**config.mk**
```make
export PLATFORM = sky130hd
export DESIGN_NAME = sync_fifo_ctrl
export DESIGN_NICKNAME = d
export VERILOG_FILES = /design/src/rtl/fifo_pkg.sv /design/src/rtl/bram.sv /design/src/rtl/sync_fifo_ctrl.sv
export SDC_FILE = /design/constraint.sdc
export NUM_CORES = 1
export LEC_CHECK = 0
export BUFFER_PORTS_ARGS = -buffer_cell sky130_fd_sc_hd__buf_2
export CORE_MARGIN = 1
export CORE_UTILIZATION = 35
export DETAILED_ROUTE_END_ITERATION = 8
export GPL_TIMING_DRIVEN = 0
export PLACE_DENSITY = 0.59
export SLEW_MARGIN = 30
export SYNTH_ARGS = -nofsm -noshare
export SYNTH_HDL_FRONTEND = slang
export SYNTH_SLANG_ARGS = --single-unit
```
**constraint.sdc**
```tcl
create_clock -name clock -period 5.25 [get_ports clock]
set_input_delay 0.7875 -clock clock [delete_from_list [all_inputs] [get_ports clock]]
set_output_delay 0.7875 -clock clock [all_outputs]
set_load 0.01 [all_outputs]
```
**src/rtl/fifo_pkg.sv**
```systemverilog
// rtl/fifo_pkg.sv - shared FIFO defaults and pointer wrap helper
package fifo_pkg;

  localparam int FIFO_DEPTH = 32;
  localparam int FIFO_WIDTH = 8;

  // Pointer increment that wraps at depth-1, so depth need not be a power of two.
  function automatic int unsigned ptr_inc(input int unsigned ptr, input int unsigned depth);
    return (ptr == depth - 1) ? 0 : ptr + 1;
  endfunction

endpackage

```
**src/rtl/bram.sv**
```systemverilog
// rtl/bram.sv - single-read/single-write block RAM, registered read, write-to-read bypass
module bram #(
  parameter int DEPTH      = 32,
  parameter int WIDTH      = 8,
  parameter int ADDR_WIDTH = $clog2(DEPTH)
) (
  input  logic                  clock,
  input  logic                  w_en,
  input  logic [ADDR_WIDTH-1:0] write_addr,
  input  logic [WIDTH-1:0]      write_data,
  input  logic                  r_en,
  input  logic [ADDR_WIDTH-1:0] read_addr,
  output logic [WIDTH-1:0]      read_data
);

  logic [WIDTH-1:0] mem [DEPTH];

  always_ff @(posedge clock) begin
    if (w_en) mem[write_addr] <= write_data;
    // Same-address write and read return the new data, not the stale word.
    if (r_en) read_data <= (w_en && (write_addr == read_addr)) ? write_data : mem[read_addr];
  end

endmodule

```
**src/rtl/sync_fifo_ctrl.sv**
```systemverilog
// rtl/sync_fifo_ctrl.sv - first-word-fall-through FIFO controller around bram
// Optional almost_full/almost_empty decode under SYNC_FIFO_CTRL_ALMOST_FLAGS_EN.
module sync_fifo_ctrl
  import fifo_pkg::*;
#(
  parameter int DEPTH      = FIFO_DEPTH,
  parameter int WIDTH      = FIFO_WIDTH,
  parameter int ADDR_WIDTH = $clog2(DEPTH),
  parameter int AF_THRESH  = DEPTH - 2,
  parameter int AE_THRESH  = 1
) (
  input  logic                  clock,
  input  logic                  reset_n,
  input  logic                  in_valid,
  output logic                  in_ready,
  input  logic [WIDTH-1:0]      in_data,
  output logic                  out_valid,
  input  logic                  out_ready,
  output logic [WIDTH-1:0]      out_data,
  output logic [ADDR_WIDTH:0]   count,
  output logic                  almost_full,
  output logic                  almost_empty
);

  localparam int CNT_W = ADDR_WIDTH + 1;

  logic [ADDR_WIDTH-1:0] wr_ptr;
  logic [ADDR_WIDTH-1:0] rd_ptr;
  logic [CNT_W-1:0]      mem_cnt;
  logic                  push;
  logic                  pop;
  logic                  fetch;

  assign in_ready = (count < CNT_W'(DEPTH));
  assign push     = in_valid & in_ready;
  assign pop      = out_valid & out_ready;
  // Refill the output stage whenever it is empty or being drained this cycle.
  assign fetch    = ((mem_cnt != '0) | push) & (~out_valid | out_ready);

  always_ff @(posedge clock or negedge reset_n) begin
    if (!reset_n) begin
      wr_ptr    <= '0;
      rd_ptr    <= '0;
      mem_cnt   <= '0;
      count     <= '0;
      out_valid <= 1'b0;
    end else begin
      if (push)  wr_ptr <= ADDR_WIDTH'(ptr_inc(32'(wr_ptr), DEPTH));
      if (fetch) rd_ptr <= ADDR_WIDTH'(ptr_inc(32'(rd_ptr), DEPTH));
      mem_cnt <= mem_cnt + CNT_W'(push) - CNT_W'(fetch);
      count   <= count + CNT_W'(push) - CNT_W'(pop);
      if (fetch)          out_valid <= 1'b1;
      else if (out_ready) out_valid <= 1'b0;
    end
  end

  // With the memory empty wr_ptr equals rd_ptr, so the bypass forwards in_data.
  bram #(
    .DEPTH      (DEPTH),
    .WIDTH      (WIDTH),
    .ADDR_WIDTH (ADDR_WIDTH)
  ) u_bram (
    .clock      (clock),
    .w_en       (push),
    .write_addr (wr_ptr),
    .write_data (in_data),
    .r_en       (fetch),
    .read_addr  (rd_ptr),
    .read_data  (out_data)
  );

`ifdef SYNC_FIFO_CTRL_ALMOST_FLAGS_EN
  assign almost_full  = (count >= CNT_W'(AF_THRESH));
  assign almost_empty = (count <= CNT_W'(AE_THRESH));
`else
  assign almost_full  = 1'b0;
  assign almost_empty = 1'b0;
`endif

endmodule

```
==> results.md <==
- Worst vdd ir: roughly 330 uV
- Vias: 6338
- Area Growth Syn to Fin: 13.96%
- Cts bufs inserted: 31
- Clock Tree Root: clkbuf_16
- CTS tree: yes
- Final ANT Viol Nets: 0
- Post-synthesis compound-gate area fraction: 0.06498
- P per Cell Area: 516.7 nW/um^2
- Required time of the critical path: 5720 ps
- Port buffer count: 27
- Drt total wl: 26.00 mm
- Area of the core: 33530 um^2
- Die Width: 186.8 um
- Area share of fa/ha/maj cells after synthesis: 0.02532
- Main combinational cell family by area after synthesis: multiplexers
- Leak: 4.781 nW
- Postcts setup bufs: 0
- Crit path capture type: flip-flop
- Clock-pin slew on the worst setup and hold paths: roughly 60 ps
- Final cell count without fillers: about 1300
- Wire length of the first global-routing pass: 38.72 mm
- GPL Wtd Cong: 0.8454
- Outcome: complete, no violations
- Die Y: around 190 um
- DP Wirelength: 16.73 mm
- Met1 usage: 0.2062
- Final Slew Violations: 0
- Share of power burned in registers: 0.397
- Worst skew pair latency: roughly 550 ps
- Power Internal: 4.838 mW
- H-tree depth: 1
- Max-cap check violation count: 0
- Simple-gate share of the synthesized area: 0.03882
- Maximum clock path buffer count: 3
- Vias in the first global route: 6274
- DR iter-0 viols: 526
- Logic gate share of total power: 0.310
- WP data arrival: a little over 4000 ps
- Cells after Synth: 741
- Switching Share: 0.3129
- Share of cells above drive strength 1: 0.1456
- TritonRoute pass-1 iters: 4
- Hold crit path type: input port to asynchronous set/reset pin
- Worst Setup Path Type: flip-flop to flip-flop
- # rows: 67
- Slew Limit Headroom: 0.3910
- Ant. Diodes: 0
- Nets@finish: 837
- Total global routing overflow: 0
- Worst setup SP type: flip-flop
- Via density: around 5
- Cts repair resizes: 0
- Clk pwr share: 0.293
- # DRC: 0
- Synth Area in XOR/XNOR: 0.01025
- Met3 usage: 0.02308
- Total track usage: 0.1479
- Busiest grt layer: met2
- Mean Syn Cell Area: 16.14 um^2
- Effective utilization at floorplan: 0.3566
- Layout Utilization: 0.4064
- Antenna violations before repair: 0
- Pre-CTS WS: 1265 ps
- Post-synthesis sequential area ratio: 0.7111
- Post-synthesis mux area share: 0.1156
- RSZ-0062 raised after global routing: no
- I/O pin total: 30
- Placed cell count: 1217
- Synthesized flop and latch total: 287
- Worst Clk Skew: between 10 and 15 ps
- Tcrit/Tclk final: 0.6825
- Final setup viols: 0
- Final worst setup slack: 1667 ps
- Netlist cell types: 38
- Post-layout min period: 3583 ps
- Wire length per cell after detailed routing: roughly 20 um
- Synth warn: 0
- Synthesized area: approximately 12000 um^2
- Final hold vios: 0
- CP Max Fanout: 11
- Setup TNS: 0 ps
- P_sw: 2.203 mW
- Hold_buf cts: 0
- GRT met2 Usage: 0.2364
- Slew at the pin with the worst max-slew slack: 903.6 ps
- Sink Count: 287
- Largest net degree at the start of global routing: 34
- Fmax: 279.1 MHz
- Die area: 34910 um^2
- Tot Pwr: 7.041 mW
==> kinds of logic (layout without fill, tap and decap cells) <==
logic type               count (synthesis)  after routing
buffers and inverters                   63            145
multiplexers                           137            137
flip-flops                             287            287
adder cells (fa/ha/maj)                 23             23
AO/OA/AOI/OAI                          118            118
other                                    1              2
AND/OR/NAND/NOR                         98             98
XOR/XNOR                                14             14
==> sequential cells by signal (all words and copies together) (netlist names) <==
signal            cells
u_bram.mem          256
rd_ptr                5
u_bram.read_data      8
out_valid             1
mem_cnt               6
count                 6
wr_ptr                5
==> routing by layer <==
| metal | up-vias | share of wire |
|---|---|---|
| met2 | 162 | 0.46 |
| met1 | 3151 | 0.46 |
| li1 | 2968 | - |
| met5 | - | 0 |
| met4 | 0 | 0.030 |
| met3 | 57 | 0.051 |
==> Yosys cell counts (all sizes together) <==
| library cell | n | share of area |
|---|---|---|
| o21ai | 7 | 0.0029 |
| nor2b | 5 | 0.0026 |
| nor2 | 40 | 0.013 |
| xnor2 | 7 | 0.0051 |
| or2 | 1 | 0.00052 |
| nand2 | 20 | 0.0063 |
| nand3b | 4 | 0.0025 |
| or3 | 2 | 0.0010 |
| or3b | 2 | 0.0015 |
| nor4 | 9 | 0.0047 |
| conb | 1 | 0.00031 |
| a21o | 3 | 0.0019 |
| mux2i | 128 | 0.11 |
| fa | 2 | 0.0033 |
| o31ai | 1 | 0.00063 |
| xor2 | 7 | 0.0051 |
| and3 | 2 | 0.0010 |
| clkbuf | 7 | 0.0025 |
| a21oi | 40 | 0.017 |
| o21bai | 2 | 0.0013 |
| a22oi | 64 | 0.040 |
| mux2 | 9 | 0.0085 |
| ha | 21 | 0.022 |
| and2 | 3 | 0.0016 |
| o41ai | 1 | 0.0014 |
| buf | 34 | 0.024 |
| nand2b | 3 | 0.0016 |
| dfrtp | 23 | 0.048 |
| inv | 22 | 0.0069 |
| nand3 | 4 | 0.0017 |
| nor3 | 3 | 0.0013 |
| edfxtp | 264 | 0.66 |
==> metrics by stage <==
step | cell area [um^2] | hold WS, ps
floorplan | 11960 | 491.9
global placement | 12660 | 510.5
detailed placement | 12660 | 505.2
CTS | 13630 | 235.6
global route | 13630 | 268.1
finish | 13630 | 239.6
==> power groups by stage <==
stage,Sequential (mW),Clock [mW],Combinational (mW)
6_report,2.79,2.06,2.18
2_1_floorplan,2.85,0,1.55
3_3_place_gp,2.84,0,2.16
3_5_place_dp,2.84,0,2.19
4_1_cts,2.79,2.11,2.20
5_1_grt,2.81,2.18,2.37
==> area by class of cell <==
class / count / area (um^2)
Sequential cell: 287 / 8503
Clock inverter: 16 / 133.9
Tap cell: 448 / 560.5
Inverter: 22 / 82.58
Fill cell: 3104 / 19910
Buffer: 41 / 319.1
Timing Repair Buffer: 27 / 135.1
Clock buffer: 39 / 835.8
Multi-Input combinational cell: 392 / 3057
==> worst max-delay path: stages, from the launching register on <==
cell and delay [ps]:
dfrtp_1 380, inv_1 90, ha_1 140, nand2_1 70, o41ai_2 720, inv_1 540, ha_1 440, inv_1 40
ha_1 200, fa_1 430, a21oi_1 150, nor2_1 50, nor2_1 110, xnor2_1 130
==> placed cells by master, fill, tap and decap left out, drive strengths merged, types with 9 or more instances in the layout <==
master  instances
nor2           40
clkbuf         46
nor4            9
nand2          20
a21oi          40
clkinv         11
a22oi          64
buf            61
ha             21
mux2i         128
inv            23
dfrtp          23
mux2            9
edfxtp        264
==> worst paths after layout <==
check / to / from / slack [ps] / cells after the start
hold / removal: mem_cnt[5]$_DFF_PN0_ / reset_n / 240 / 1
min in group clock: count[0]$_DFF_PN0_ / count[0]$_DFF_PN0_ / 520 / 1
hold reg to reg: count[0]$_DFF_PN0_ / count[0]$_DFF_PN0_ / 520 / 1
max in group asynchronous: rd_ptr[4]$_DFFE_PN0P_ / reset_n / 4620 / 1
setup reg to reg: mem_cnt[4]$_DFF_PN0_ / mem_cnt[2]$_DFF_PN0_ / 1670 / 13
setup / recovery: mem_cnt[4]$_DFF_PN0_ / mem_cnt[2]$_DFF_PN0_ / 1670 / 13
(Power assumes the default switching activity.)
